<file path="src/rtl/bus_pkg.sv">
// bus_pkg: shared encodings for the bus transfer sequencer
//   op_t     command opcodes (MOVE, ALU, MULDIV, IMM)
//   state_t  sequencer timing steps (IDLE, T1..T4)
//   BUS_*    5-bit bus source/destination codes; BUS_NONE selects nothing
package bus_pkg;
    typedef enum logic [1:0] {OP_MOVE, OP_ALU, OP_MULDIV, OP_IMM} op_t;
    typedef enum logic [2:0] {IDLE, T1, T2, T3, T4} state_t;
    localparam logic [4:0] BUS_HI   = 5'd16;
    localparam logic [4:0] BUS_LO   = 5'd17;
    localparam logic [4:0] BUS_ZHI  = 5'd18;
    localparam logic [4:0] BUS_ZLO  = 5'd19;
    localparam logic [4:0] BUS_PC   = 5'd20;
    localparam logic [4:0] BUS_MDR  = 5'd21;
    localparam logic [4:0] BUS_INP  = 5'd22;
    localparam logic [4:0] BUS_C    = 5'd23;
    localparam logic [4:0] BUS_NONE = 5'd31;
endpackage

</file>
<file path="src/rtl/bus_code_decoder.sv">
// bus_code_decoder: 5-bit bus code to 24-bit one-hot vector
//   code  in   bus code
//   vec   out  one-hot select, all zero for codes >= 24
module bus_code_decoder (
    input  logic [4:0]  code,
    output logic [23:0] vec
);
    assign vec = (code < 5'd24) ? (24'd1 << code) : 24'd0;
endmodule

</file>
<file path="src/rtl/bus_xfer_sequencer.sv">
// bus_xfer_sequencer: steps one bus transfer command through its Moore timing steps
//   clock, clear_n        clock and asynchronous active-low reset
//   start, op, src_a,     command request and fields, sampled only when idle
//   src_b, dst, alu_op
//   out_sel               registered one-hot bus source select
//   in_sel                registered destination load enables
//   y_in, z_in            Y / Z load enables
//   alu_op_q              latched ALU function while busy
//   busy, done, err       status: in progress, final-step pulse, sticky illegal dst
module bus_xfer_sequencer
    import bus_pkg::*;
#(
    parameter int NREG  = 16,
    parameter int CODEW = 5
) (
    input  logic              clock,
    input  logic              clear_n,
    input  logic              start,
    input  logic [1:0]        op,
    input  logic [CODEW-1:0]  src_a,
    input  logic [CODEW-1:0]  src_b,
    input  logic [CODEW-1:0]  dst,
    input  logic [3:0]        alu_op,
    output logic [NREG+7:0]   out_sel,
    output logic [NREG+5:0]   in_sel,
    output logic              y_in,
    output logic              z_in,
    output logic [3:0]        alu_op_q,
    output logic              busy,
    output logic              done,
    output logic              err
);
    state_t           state, ns;
    op_t              op_q, f_op;
    logic [CODEW-1:0] a_q, b_q, dst_q, f_a, f_b, f_dst, src_code, dst_code;
    logic [3:0]       alu_q, f_alu;
    logic [23:0]      src_vec, dst_vec;
    logic             accept, use_dst, illegal, done_next;

    // Outputs are computed for the step being entered (ns) so they can be
    // registered; on the accepting edge the raw inputs stand in for the latches.
    always_comb begin
        accept    = state == IDLE && start;
        f_op      = accept ? op_t'(op) : op_q;
        f_a       = accept ? src_a : a_q;
        f_b       = accept ? src_b : b_q;
        f_dst     = accept ? dst : dst_q;
        f_alu     = accept ? alu_op : alu_q;
        ns        = state == IDLE ? (start ? T1 : IDLE) :
                    state == T1   ? (op_q == OP_MOVE ? IDLE : T2) :
                    state == T2   ? T3 :
                    state == T3   ? (op_q == OP_MULDIV ? T4 : IDLE) : IDLE;
        src_code  = ns == T1 ? f_a :
                    ns == T2 ? (f_op == OP_IMM ? BUS_C : f_b) :
                    ns == T3 ? BUS_ZLO :
                    ns == T4 ? BUS_ZHI : BUS_NONE;
        use_dst   = (ns == T1 && f_op == OP_MOVE) || (ns == T3 && f_op != OP_MULDIV);
        dst_code  = use_dst  ? f_dst :
                    ns == T3 ? BUS_LO :
                    ns == T4 ? BUS_HI : BUS_NONE;
        // Legal destinations map to exactly one of the loadable bits; anything
        // landing on Z/InPort/C or decoding to nothing is an illegal dst.
        illegal   = use_dst && (dst_vec[23] | dst_vec[22] | dst_vec[19] | dst_vec[18] | ~|dst_vec);
        done_next = (ns == T1 && f_op == OP_MOVE) || (ns == T3 && f_op != OP_MULDIV) || ns == T4;
    end

    bus_code_decoder u_src (.code(src_code), .vec(src_vec));
    bus_code_decoder u_dst (.code(dst_code), .vec(dst_vec));

    always_ff @(posedge clock or negedge clear_n) begin
        if (!clear_n) begin
            state    <= IDLE;
            op_q     <= OP_MOVE;
            a_q      <= '0;
            b_q      <= '0;
            dst_q    <= '0;
            alu_q    <= '0;
            out_sel  <= '0;
            in_sel   <= '0;
            y_in     <= 1'b0;
            z_in     <= 1'b0;
            alu_op_q <= '0;
            busy     <= 1'b0;
            done     <= 1'b0;
            err      <= 1'b0;
        end else begin
            state <= ns;
            if (accept) begin
                op_q  <= f_op;
                a_q   <= src_a;
                b_q   <= src_b;
                dst_q <= dst;
                alu_q <= alu_op;
            end
            out_sel  <= src_vec;
            in_sel   <= {dst_vec[21:20], 2'b00, dst_vec[17:0]};
            y_in     <= ns == T1 && f_op != OP_MOVE;
            z_in     <= ns == T2;
            alu_op_q <= ns == IDLE ? 4'd0 : f_alu;
            busy     <= ns != IDLE;
            done     <= done_next;
            err      <= (err & ~accept) | illegal;
        end
    end
endmodule
</file>
<file path="config.mk">
export PLATFORM = sky130hd
export DESIGN_NAME = bus_xfer_sequencer
export DESIGN_NICKNAME = d
export VERILOG_FILES = /design/src/rtl/bus_pkg.sv /design/src/rtl/bus_code_decoder.sv /design/src/rtl/bus_xfer_sequencer.sv
export SDC_FILE = /design/constraint.sdc
export NUM_CORES = 1
export LEC_CHECK = 0
export CORE_ASPECT_RATIO = 2
export CORE_UTILIZATION = 42
export DETAILED_ROUTE_END_ITERATION = 6
export PLACE_DENSITY_LB_ADDON = 0.05
export SYNTH_ARGS = -nofsm -noshare
export SYNTH_HDL_FRONTEND = slang
export SYNTH_SLANG_ARGS = --single-unit
</file>
<file path="constraint.sdc">
create_clock -name clock -period 3.4 [get_ports clock]
set_clock_uncertainty 0.1 [all_clocks]
set_input_delay 0.51 -clock clock [delete_from_list [all_inputs] [get_ports clock]]
set_output_delay 0.51 -clock clock [all_outputs]
set_load 0.01 [all_outputs]
</file>
==> out/qor.txt <==
area share of xor/xnor cells in the synthesized design: 0.297%
routed len/inst: 17.0 µm
Cell variety after synth: 46
fin crit share: 82.9%
Synth area leader: dfrtp_1
Hold WS: 0.233 ns
cell count after synthesis: 268
area grow syn2layout: 40.1%
sequential share of the synthesized area: 61.2%
Critical Path Max Stage Delay: 0.65 ns
synthesized cell area: 2950 µm²
simple-gate share of the synthesized area: 22.8%
worst slew pin tran: 1.06 ns
RSZ-0062 raised after global routing: no
crit path DAT: 2.93 ns
Main synth FF type: dfrtp_1
Reg clk slew, reported paths: 0.06 ns
DP Wirelength: 5.50 mm
CP Capture Type: register
largest family of logic cells by synthesized area: simple AND/OR/NAND/NOR gates
YS warnings: 0
Metal-1 WL: 2.44 mm
Reg2Reg Setup Slack: 0.68 ns
CP max stage cell: or4b_4
CP Max Fanout: 24
layout cells sized above 1: 10.3%
port bufs: 76
drc violations: 0
GRT Resource Usage Total: 22.7%
maximum number of pins on one net before global-route repair: 47
peak supply drop: 504 µV
DR vias/cell: 5.39
final core utilization: 61.8%
H-tree depth: 3
HP Class: input port to asynchronous set/reset pin
CTS Root Cell: clkbuf_16
fin crit period: 2.82 ns
number of placement rows: 42
Final Setup Violations: 0
via count: 2,359
initial drt markers: 106
final wirelength: 7.45 mm
# nets final: 369
terminus of the critical flop-to-flop path: in_sel[9]$_DFF_PN0_
outcome: complete, no violations
Bufs on Longest Clock Path: 2
maxcap violations: 0
metal3 WL: 321 µm
CTS tree: yes
clock latency on the worst-skew pair: 0.33 ns
slew margin rel.: 28.8%
pre-CTS WS: 0.253 ns
Yosys top cell area share: 61.2%
number of buffers created by CTS: 9
Ant. Diodes: 0
clock sinks: 72
Finished Layout Cells: 438
post-CTS setup buffers: 0
Power Total: 3.65 mW
placed cell count: 422
die height: 120 µm
first-pass GRT wire length: 11.8 mm
Cell Chain, Critical Path: clkdlybuf4s50_1 > or4b_4 > mux2_4 > or4_4 > nor4_1
Post-Layout Inst Area: 4130 µm²
First-pass DRT Iterations: 4
Worst Reg2Reg Path Length in Cells: 4
Setup CP Type: input port to register
endpoints failing hold: 0
initial core utilization: 44.1%
complex-gate fraction of the synthesized area: 9.01%
count of final max-slew check failures: 0
Die Area: 7370 µm²
synth top area cells: dfrtp_1 61%, nor4_1 8.5%, nand2_1 5.1%
highest metal used: met4
Post-CTS Resized: 0
mux share of post-synthesis cell area: 2.29%
vias in the first global route: 2,430
Startpoint Class: input port
adder-cell share of the synthesized area: 0%
fmax: 355 MHz
DR WL met2: 4.49 mm
placed instance area: 3790 µm²
gpl congestion: 0.910
Top-Level Pins: 79
initial antenna violation count: 0
Congestion Overflow GR: 0
PD cells: 884 nW/µm²
LEAKAGE: 1.82 nW
start of the worst register-to-register path: state[0]$_DFF_PN0_
Hold Buf Count CTS: 0
CP Launch Point: start
Core Area: 6670 µm²
post-route ant nets: 0
Critical Path RT: 3.52 ns
Final TNS setup: 0 ns
flop and latch count out of synthesis: 72
Avg Cell Area, Syn: 11.0 µm²
Post-synth EDFFs: 0
ys async rst share: 100%
final worst setup slack: 0.583 ns
die width: 61.2 µm
-- placed cells by master, fill, tap and decap left out, drive strengths merged, types with 2 or more instances in the layout --
cell type,n
inv,7
a22oi,2
o32ai,4
nor2b,3
a32oi,4
conb,2
nor4,40
nor2,13
or2,2
clkdlybuf4s50,75
a211oi,3
and2,5
clkbuf,10
o21ai,5
bufinv,3
nor4b,2
or3,2
mux2i,3
nand2,40
nand3,4
nand2b,2
o31ai,2
dfrtp,72
nor3,10
clkinv,2
a21oi,4
mux2,3
buf,10
-- Yosys cell counts, types with 2 or more instances --
cell / number
nand3_1: 4
buf_2: 2
mux2_2: 2
nand2b_1: 2
a211oi_1: 3
dfrtp_1: 72
a21oi_1: 4
nor2b_1: 3
a32oi_1: 4
and2_1: 5
nand2_1: 40
or3_1: 2
o32ai_1: 3
buf_4: 2
nor3_1: 10
clkbuf_1: 14
mux2i_1: 3
or2_2: 2
nor2_1: 13
o21ai_0: 5
nor4_1: 40
buf_6: 2
a22oi_1: 2
inv_1: 7
-- area by class of cell --
type	count	area, µm²
clock buffers	10	229
clock inverters	6	108
fillers	600	2550
inverters	7	26.3
multi-input cells	170	1030
flip-flops and latches	72	1800
well taps	88	110
repair buffers	85	823
-- worst max-delay path by stage --
stage               slack, ns  depth (start not counted)                    to
finish                   0.58                          5   in_sel[9]$_DFF_PN0_
CTS                      0.59                          5   in_sel[9]$_DFF_PN0_
global placement         0.34                          5   in_sel[5]$_DFF_PN0_
global route             0.54                          5  in_sel[13]$_DFF_PN0_
detailed placement       0.25                          5   in_sel[9]$_DFF_PN0_
floorplan                0.98                          6  in_sel[13]$_DFF_PN0_
-- flip-flops by register name, indices dropped and copies added (netlist names) --
| name | cells |
|---|---|
| err | 1 |
| in_sel | 20 |
| out_sel | 24 |
| busy | 1 |
| op_q | 2 |
| b_q | 5 |
| done | 1 |
| alu_q | 4 |
| state | 3 |
| z_in | 1 |
| alu_op_q | 4 |
| y_in | 1 |
| dst_q | 5 |
-- per-layer routing --
layer | up-vias | track usage (%)
li1 | 1123 | -
met1 | 1154 | 22.0
met2 | 67 | 41.5
met3 | 15 | 4.71
met4 | 0 | 12.4
met5 | - | 0
-- cell families (layout without fill, tap and decap cells) --
family / count (synthesis) / in the layout
buf+inv: 27 / 108
flops: 72 / 72
xor+xnor: 1 / 1
compound gates: 34 / 34
mux: 6 / 6
simple gates: 127 / 127
other cells: 1 / 2
-- report_power, final --
group / internal [mW] / leakage, nW / switching (mW)
Combinational: 0.537 / 0.691 / 0.859
Clock: 0.713 / 0.162 / 0.339
Sequential: 1.05 / 0.962 / 0.147
Total: 2.30 / 1.82 / 1.35
-- critical path, delay by kind of cell --
| family | cells | cell delay, ns |
|---|---|---|
| multiplexers | 1 | 0.38 |
| AND/OR/NAND/NOR | 3 | 1.49 |
| buffers and inverters | 1 | 0.54 |
Note: power is estimated with default switching activity, not from simulation.
